===== src/rtl/uart_pkg.sv =====
// Shared definitions for the MMIO UART transmitter.
//   uart_tx_state_t : transmitter FSM state encoding
//   UART_DATA_BITS  : payload bits per frame (8N1)
//   UART_STOP_LEVEL : line level for idle and stop bits
package uart_pkg;

    typedef enum logic [1:0] {
        IDLE  = 2'd0,
        START = 2'd1,
        DATA  = 2'd2,
        STOP  = 2'd3
    } uart_tx_state_t;

    localparam int   UART_DATA_BITS  = 8;
    localparam logic UART_STOP_LEVEL = 1'b1;

endpackage


===== src/rtl/sync_fifo.sv =====
// Single-clock show-ahead FIFO.
//   clock, reset : rising-edge clock, asynchronous active-high reset
//   push         : write push_data when not full (ignored when full)
//   pop          : discard the head entry when not empty (ignored when empty)
//   push_data    : entry to write
//   pop_data     : current head entry, combinational (valid when !empty)
//   count        : number of stored entries, 0..DEPTH
//   full, empty  : decoded from the registered count
// DEPTH must be a power of 2 and >= 2 so the pointers wrap by overflow.
module sync_fifo #(
    parameter int WIDTH = 8,
    parameter int DEPTH = 8
) (
    input  logic                     clock,
    input  logic                     reset,
    input  logic                     push,
    input  logic                     pop,
    input  logic [WIDTH-1:0]         push_data,
    output logic [WIDTH-1:0]         pop_data,
    output logic [$clog2(DEPTH):0]   count,
    output logic                     full,
    output logic                     empty
);

    localparam int PTR_W = $clog2(DEPTH);
    localparam logic [PTR_W-1:0] PTR_ONE  = PTR_W'(1);
    localparam logic [PTR_W:0]   CNT_ONE  = (PTR_W + 1)'(1);
    localparam logic [PTR_W:0]   CNT_FULL = (PTR_W + 1)'(DEPTH);

    logic [PTR_W-1:0] wr_ptr_reg;
    logic [PTR_W-1:0] rd_ptr_reg;
    logic [PTR_W:0]   count_reg;
    logic [PTR_W:0]   count_next;
    logic             push_ok;
    logic             pop_ok;

    logic [DEPTH-1:0][WIDTH-1:0] entries;

    assign full    = (count_reg == CNT_FULL);
    assign empty   = (count_reg == '0);
    assign push_ok = push && !full;
    assign pop_ok  = pop && !empty;
    assign count   = count_reg;

    // Storage: one register per entry, written only when the write pointer
    // selects it. No reset needed since empty entries are never read.
    genvar gi;
    generate
        for (gi = 0; gi < DEPTH; gi++) begin : g_entry
            logic [WIDTH-1:0] entry_reg;
            always_ff @(posedge clock) begin
                if (push_ok && (wr_ptr_reg == PTR_W'(gi))) begin
                    entry_reg <= push_data;
                end
            end
            assign entries[gi] = entry_reg;
        end
    endgenerate

    // Show-ahead: the head entry is visible without a read strobe.
    assign pop_data = entries[rd_ptr_reg];

    always_comb begin
        count_next = count_reg;
        case ({push_ok, pop_ok})
            2'b10:   count_next = count_reg + CNT_ONE;
            2'b01:   count_next = count_reg - CNT_ONE;
            default: count_next = count_reg;
        endcase
    end

    always_ff @(posedge clock or posedge reset) begin
        if (reset) begin
            wr_ptr_reg <= '0;
            rd_ptr_reg <= '0;
            count_reg  <= '0;
        end else begin
            if (push_ok) begin
                wr_ptr_reg <= wr_ptr_reg + PTR_ONE;
            end
            if (pop_ok) begin
                rd_ptr_reg <= rd_ptr_reg + PTR_ONE;
            end
            count_reg <= count_next;
        end
    end

endmodule


===== src/rtl/mmio_uart_tx.sv =====
// Memory-mapped 8N1 UART transmitter fed by the core's MMIO byte stores.
//   clock        : system clock, rising edge
//   reset        : asynchronous active-high reset; abandons any frame
//   write_enable : one-cycle byte-store strobe
//   write_data   : byte to transmit
//   fifo_full    : FIFO holds FIFO_DEPTH entries
//   fifo_count   : number of queued bytes
//   overflow     : sticky, set when a write arrives while full
//   busy         : frame in progress or bytes still queued
//   txd          : registered serial output, idle high, LSB first
// CLOCKS_PER_BIT must be >= 2; FIFO_DEPTH must be a power of 2 and >= 2.
module mmio_uart_tx
    import uart_pkg::*;
#(
    parameter int CLOCKS_PER_BIT = 16,
    parameter int FIFO_DEPTH     = 8
) (
    input  logic                          clock,
    input  logic                          reset,
    input  logic                          write_enable,
    input  logic [UART_DATA_BITS-1:0]     write_data,
    output logic                          fifo_full,
    output logic [$clog2(FIFO_DEPTH):0]   fifo_count,
    output logic                          overflow,
    output logic                          busy,
    output logic                          txd
);

    localparam int BAUD_W = $clog2(CLOCKS_PER_BIT);
    localparam int BIT_W  = $clog2(UART_DATA_BITS);
    localparam logic [BAUD_W-1:0] BAUD_LAST = BAUD_W'(CLOCKS_PER_BIT - 1);
    localparam logic [BAUD_W-1:0] BAUD_ONE  = BAUD_W'(1);
    localparam logic [BIT_W-1:0]  BIT_LAST  = BIT_W'(UART_DATA_BITS - 1);
    localparam logic [BIT_W-1:0]  BIT_ONE   = BIT_W'(1);

    uart_tx_state_t              state_reg, state_next;
    logic [BAUD_W-1:0]           baud_reg, baud_next;
    logic [BIT_W-1:0]            bit_reg, bit_next;
    logic [UART_DATA_BITS-1:0]   shift_reg, shift_next;
    logic                        txd_reg, txd_next;
    logic                        overflow_reg;

    logic                        fifo_pop;
    logic                        fifo_empty;
    logic [UART_DATA_BITS-1:0]   head_data;
    logic                        baud_last;

    sync_fifo #(
        .WIDTH (UART_DATA_BITS),
        .DEPTH (FIFO_DEPTH)
    ) u_fifo (
        .clock     (clock),
        .reset     (reset),
        .push      (write_enable),
        .pop       (fifo_pop),
        .push_data (write_data),
        .pop_data  (head_data),
        .count     (fifo_count),
        .full      (fifo_full),
        .empty     (fifo_empty)
    );

    assign baud_last = (baud_reg == BAUD_LAST);

    // Next-state logic. txd_next is the level of the state being entered,
    // so the txd flop changes on the same edge as the state register.
    always_comb begin
        state_next = state_reg;
        baud_next  = baud_reg;
        bit_next   = bit_reg;
        shift_next = shift_reg;
        txd_next   = txd_reg;
        fifo_pop   = 1'b0;

        case (state_reg)
            IDLE: begin
                txd_next = UART_STOP_LEVEL;
                if (!fifo_empty) begin
                    fifo_pop   = 1'b1;
                    shift_next = head_data;
                    baud_next  = '0;
                    state_next = START;
                    txd_next   = 1'b0;
                end
            end

            START: begin
                if (baud_last) begin
                    baud_next  = '0;
                    bit_next   = '0;
                    state_next = DATA;
                    txd_next   = shift_reg[0];
                end else begin
                    baud_next = baud_reg + BAUD_ONE;
                end
            end

            DATA: begin
                if (baud_last) begin
                    baud_next  = '0;
                    shift_next = {1'b0, shift_reg[UART_DATA_BITS-1:1]};
                    if (bit_reg == BIT_LAST) begin
                        state_next = STOP;
                        txd_next   = UART_STOP_LEVEL;
                    end else begin
                        bit_next = bit_reg + BIT_ONE;
                        txd_next = shift_reg[1];
                    end
                end else begin
                    baud_next = baud_reg + BAUD_ONE;
                end
            end

            STOP: begin
                if (baud_last) begin
                    baud_next = '0;
                    if (!fifo_empty) begin
                        // Back-to-back frame: no idle cycle between stop and start.
                        fifo_pop   = 1'b1;
                        shift_next = head_data;
                        state_next = START;
                        txd_next   = 1'b0;
                    end else begin
                        state_next = IDLE;
                        txd_next   = UART_STOP_LEVEL;
                    end
                end else begin
                    baud_next = baud_reg + BAUD_ONE;
                end
            end

            default: begin
                state_next = IDLE;
                baud_next  = '0;
                txd_next   = UART_STOP_LEVEL;
            end
        endcase
    end

    always_ff @(posedge clock or posedge reset) begin
        if (reset) begin
            state_reg    <= IDLE;
            baud_reg     <= '0;
            bit_reg      <= '0;
            shift_reg    <= '0;
            txd_reg      <= UART_STOP_LEVEL;
            overflow_reg <= 1'b0;
        end else begin
            state_reg <= state_next;
            baud_reg  <= baud_next;
            bit_reg   <= bit_next;
            shift_reg <= shift_next;
            txd_reg   <= txd_next;
            // fifo_full comes from the registered count, so a write in a
            // pop cycle while full is still dropped and flagged.
            if (write_enable && fifo_full) begin
                overflow_reg <= 1'b1;
            end
        end
    end

    assign txd      = txd_reg;
    assign overflow = overflow_reg;
    assign busy     = (state_reg != IDLE) || !fifo_empty;

endmodule


===== config.mk =====
export PLATFORM = sky130hd
export DESIGN_NAME = mmio_uart_tx
export DESIGN_NICKNAME = d
export VERILOG_FILES = /design/src/rtl/uart_pkg.sv /design/src/rtl/sync_fifo.sv /design/src/rtl/mmio_uart_tx.sv
export SDC_FILE = /design/constraint.sdc
export NUM_CORES = 1
export LEC_CHECK = 0
export CAP_MARGIN = 0
export CORE_MARGIN = 10
export CORE_UTILIZATION = 40
export CTS_CLUSTER_SIZE = 25
export DETAILED_ROUTE_END_ITERATION = 12
export SYNTH_ARGS = -nofsm -noshare
export SYNTH_HDL_FRONTEND = slang
export SYNTH_SLANG_ARGS = --single-unit

===== constraint.sdc =====
create_clock -name clock -period 5.6 [get_ports clock]
set_clock_uncertainty 0.2 [all_clocks]
set_input_delay 0.56 -clock clock [delete_from_list [all_inputs] [get_ports clock]]
set_output_delay 0.56 -clock clock [all_outputs]
set_load 0.01 [all_outputs]

# Word-level counts from Yosys, hierarchy flattened
# Index checks and enable logic that the tools add are counted.
[word_totals]
output_inout_bits = 8
register_bits = 93
word_cells = 101
[classes]
n_mux = 30
n_addsub = 6
reduce_logical = 26
eq_ne = 21
n_lt_le_gt_ge = 1
[ops]
columns = ["operator", "count"]
rows = [
  ["$mux 8", 4],
  ["$bmux 8 s3", 1],
  ["$pmux 8 s3", 1],
  ["$pmux 4 s2", 2],
  ["$eq 3x3->1 const B", 5],
  ["$ne 2x2->1 const B", 6],
  ["$logic_and 1x1->1", 11],
  ["$mux 2", 5],
  ["$add 3x1->3 const B", 3],
  ["$mux 3", 3],
  ["$add 4x1->4 const B", 2],
  ["$eq 4x4->1 const B", 2],
  ["$mux 1", 8],
  ["$mux 4", 2],
  ["$pmux 2 s4", 1],
  ["$eq 2x2->1 const B", 3],
  ["$eq 3x2->1 const B", 2],
  ["$pmux 3 s2", 1],
  ["$reduce_and 3->1", 2],
  ["$reduce_bool 2->1", 3],
  ["$reduce_and 5->1", 1],
  ["$eq 2x1->1 const B", 2],
  ["$logic_not 4->1", 1],
  ["$lt 3x4->1 const B", 1],
  ["11 further kinds", 12],
]

# Logic depth before layout (Yosys ltp)
[depth]
ltp_word = 7
depth_mapped = 11
depth_no_buf = 11

# By module
# Synthesis repeated with hierarchy kept, for this count alone.
[hier_totals]
cells_unflattened = 272
area_unflattened_um2 = 4349.2
[by_module_without_submodules]
columns = ["module", "area_per_inst_um2", "instances", "seq_area_each_um2", "cells_each"]
rows = [
  ["sync_fifo", 3205.6, 1, 2172.1, 166],
  ["mmio_uart_tx", 1143.6, 1, 476.7, 106],
]

# Worst setup path after synthesis
# OpenSTA, ideal clock, no wires.
[synth_timing]
kind = "register -> register"
start = "register state_reg[0]"
end = "register u_fifo.count_reg[2] (netlist: u_fifo.count[2])"
path_buffers = 0
period_less_slack_ps = 2490
path_stages_with_launch = 11
t_arrival_ps = 2156
setup_slack_ps = 3110
path_cell_list = "dfrtp_1 -> inv_1 -> ha_1 -> nor3_2 -> ha_1 -> xor2_1 -> ha_1 -> a21oi_1 -> xor2_1 -> nor2_1 -> xor2_1"
[synth_via]
elab_chain_cells = 5
elab_cells_between_ends = 8
cone_classes = "3 x eq/ne; 2 x mux; 3 x reduce/logical"
[synth_lines]
columns = ["element", "line_no", "rtl"]
rows = [
  ["start: declaration", "mmio_uart_tx.sv:36", "uart_tx_state_t state_reg, state_next;"],
  ["start signal: assignment", "mmio_uart_tx.sv:149", "state_reg <= state_next;"],
  ["$eq 2x2->1 / $logic_not 2->1 (equally long branches)", "mmio_uart_tx.sv:75", "case (state_reg)"],
  ["$pmux 1 s2 (*)", "mmio_uart_tx.sv:75", ""],
  ["$logic_and 1x1->1 (*)", "sync_fifo.sv:42", "assign pop_ok = pop && !empty;"],
  ["net u_fifo.pop_ok", "sync_fifo.sv:35", "logic pop_ok;"],
  ["$eq 2x1->1 / $eq 2x2->1 (equally long branches)", "sync_fifo.sv:65", "case ({push_ok, pop_ok})"],
  ["$pmux 4 s2 / $reduce_bool 2->1 (equally long branches)", "n/a", ""],
  ["end signal: assignment", "sync_fifo.sv:84", "count_reg <= count_next;"],
  ["end: declaration", "sync_fifo.sv:32", "logic [PTR_W:0] count_reg;"],
]
# The timed path passes the listed nets; every way through them passes the cells marked *.
# A chain may end at the register's enable or synchronous reset.

# Worst setup path in the final report
[layout_timing]
start = "register u_fifo.count_reg[1] (netlist: u_fifo.count[1])"
end = "output busy"
[layout_via]
elab_chain_cells = 3
[layout_lines]
columns = ["element", "line_no", "rtl"]
rows = [
  ["$logic_not 4->1", "sync_fifo.sv:40", "assign empty = (count_reg == '0);"],
  ["$logic_not 1->1", "mmio_uart_tx.sv:164", "assign busy = (state_reg != IDLE) || !fifo_empty;"],
  ["$logic_or 1x1->1", "mmio_uart_tx.sv:164", ""],
  ["end: declaration", "mmio_uart_tx.sv:25", "output logic busy,"],
]
# Every way passes these cells.

==> flow_metrics.py <==
metrics = {
    "run_status": {
        "status": "completed",
    },
    "detailed_routing": {
        "wl_per_cell_um": 17.1,
        "routed-via-count": 2153,
        "vias_per_cell": 5.14,
        "ant_nets": 0,
        "firstDrtPassIters": 4,
        "wl_um": 7180,
        "drc": 0,
        "drt_iter0_markers": 159,
    },
    "setup_path": {
        "rrSetupSlack_ns": 2.76,
        "crit_path_end_kind": "primary output",
        "start_kind": "flip-flop",
        "cp_cell_sequence": "nor4_2, and2_1, inv_4, clkdlybuf4s50_1",
        "cp_top_family": "simple AND/OR/NAND/NOR gates",
        "crit_buf_inv": 2,
        "critical-path-max-stage-delay_ns": 0.50,
        "critPathMaxFanout": 10,
        "arrival_ns": 2.29,
        "slowest_stage": "dfrtp_1",
        "worstSetupPathType": "reg2out",
        "reg2regPathDepth": 10,
        "crit_required_ns": 4.84,
        "crit_cells": 4,
    },
    "floorplan": {
        "num_io_pins": 19,
        "die_w_um": 122,
        "die_area_um2": 14800,
        "initial_core_util_pct": 40.6,
        "coreArea_um2": 10200,
        "std_cell_rows": 37,
        "die_h_um": 122,
    },
    "yosys": {
        "async_flop_share_pct": 31.2,
        "synth_nets": 288,
        "ys_warn_count": 0,
        "syn_area_um2": 4130,
        "yosysTopAreaCell": "edfxtp_1",
        "synth.top_cell.area_share_pct": 46.5,
        "synth_cell_type_count": 48,
        "ys.flop_type": "edfxtp_1",
        "yosys_register_bits": 93,
        "synth_edf_count": 64,
        "syn_inst": 259,
        "seq_area_frac_synth_pct": 64.1,
        "synth_area_leaders": "edfxtp_1 47%, dfrtp_1 17%, mux4_2 8.7%",
        "syn_avg_cell_area_um2": 16.0,
    },
    "sta": {
        "drv_slew": 0,
        "fin_tns_setup_ns": 0,
        "worstMarginPinSlew_ns": 1.13,
        "slew_headroom_pct": 24.4,
        "grt_setup_unrepaired": "no",
        "min_period_ns": 3.05,
        "hold_viol": 0,
        "fmax_mhz": 328,
        "setup_viol": 0,
        "fin_crit_sh_pct": 54.4,
    },
    "clocking": {
        "cts_buffer_depth": 2,
        "clk_pin_slew_ns": 0.09,
        "root_buffer": "clkbuf_8",
        "postCtsHoldBufs": 0,
        "cts_made_buffers": 9,
        "cts_tree": "yes",
        "cts_num_sinks": 93,
        "insertion_delay_ns": 0.36,
        "cts_setup_buffers": 0,
        "cts_resized": 0,
        "htreeDepth": 3,
    },
    "power": {
        "peakVddDrop_mv": 0.204,
        "p_per_area_nw_per_um2": 502,
        "leakage_nw": 1.72,
    },
    "layout": {
        "largest_reg_flops": 64,
        "area_delta_synth_final_pct": 11.7,
        "multi_input_area_um2": 1380,
        "register_area_um2": 2650,
        "utilization_pct": 45.3,
        "fill_cells": 915,
        "nets": 307,
        "drive_above_1_share_pct": 15.9,
        "stdcell_area_um2": 4620,
        "diodes": 0,
    },
    "grt": {
        "overflow": 0,
        "grt_pass1_vias": 2218,
        "grt_max_degree": 30,
        "grt_use_total_pct": 10.8,
        "antenna_found_initial": 0,
        "grt_pass1_wl_um": 12200,
    },
    "job": {
        "drv_cap": 0,
    },
    "min_path": {
        "hp-class": "reg2reg",
        "min_path_cells": 1,
    },
    "place": {
        "port_buffers": 18,
        "dpl.hpwl_um": 4610,
        "gp_congestion": 0.710,
        "placed_cell_area_um2": 4430,
    },
}
[metal layers]
layer	part of all wire [%]	up-vias	GRT usage [%]
met1	44	1067	13.1
met2	50	33	17.7
met5	0	-	0
met4	1.5	0	4.02
met3	4.2	11	3.24
li1	-	1042	-
[per-stage QoR]
| stage | setup WS, ns | total power, W | hold WS, ns | cells |
|---|---|---|---|---|
| after CTS | 2.51 | 0.00236 | 0.272 | 419 |
| final | 2.55 | 0.00232 | 0.264 | 419 |
| after global placement | 2.45 | 0.00191 | 0.239 | 403 |
| after floorplan | 3.11 | 0.00170 | 0.250 | 259 |
| after global routing | 2.39 | 0.00251 | 0.309 | 419 |
| after detailed placement | 2.37 | 0.00193 | 0.250 | 403 |
[layout by cell type (no fill, tap or decap), types with 3 or more instances in the layout]
master	n
and2_1	3
edfxtp_1	64
mux4_2	16
xor2_1	4
and3_1	8
o21ai_0	19
clkbuf_8	9
a21oi_1	3
inv_1	8
nand2_1	13
dfrtp_1	28
a21o_1	5
mux2i_1	9
xnor2_1	4
a22oi_1	7
clkdlybuf4s50_1	18
ha_1	18
nor2_1	7
a22o_1	3
[kinds of logic after synthesis]
family / share of synthesized area (%)
flip-flops: 64.1
AND/OR/NAND/NOR: 6.60
AO/OA/AOI/OAI: 8.02
multiplexers: 11.7
buffers and inverters: 2.42
adder cells (fa/ha/maj): 5.45
XOR/XNOR: 1.70
[final timing paths]
| path | startpoint | to |
|---|---|---|
| setup / recovery | u_fifo.count[1] | busy |
| hold / removal | overflow | overflow |
| setup reg to reg | u_fifo.count[1] | u_fifo.count[2] |
| hold reg to reg | overflow | overflow |
| max in group asynchronous | reset | baud_reg[2] |
| min in group asynchronous | reset | u_fifo.wr_ptr_reg[0] |
[layout make-up]
class	instances	area share (%)
inverter	9	0.786
clock inverter	7	1.44
sequential	93	57.4
timing repair buffer	19	4.07
multi-input combinational	146	30.0
tap	136	3.69
clock buffer	9	2.68
[cells in the mapped netlist, types with 2 or more instances]
| library cell | number |
|---|---|
| dfrtp_1 | 28 |
| ha_1 | 18 |
| buf_1 | 3 |
| a21o_1 | 5 |
| mux2_2 | 2 |
| a22o_1 | 3 |
| edfxtp_1 | 64 |
| xnor2_1 | 4 |
| mux4_2 | 16 |
| clkbuf_1 | 2 |
| nand3b_1 | 2 |
| and2_1 | 3 |
| o21ai_0 | 19 |
| a21oi_1 | 3 |
| a22oi_1 | 7 |
| buf_6 | 2 |
| and3_1 | 8 |
| mux2i_1 | 9 |
| buf_2 | 2 |
| inv_1 | 8 |
| nor2_1 | 7 |
| nand3_1 | 2 |
| xor2_1 | 4 |
| nor3_1 | 2 |
| nand2_1 | 13 |
[where the power goes]
group	switching (W)	leakage, nW	internal [W]
sequential	0.000150	0.935	0.000909
clock	0.000252	0.0949	0.000171
combinational	0.000411	0.694	0.000425
total	0.000813	1.72	0.00150
(Power assumes the default switching activity.)
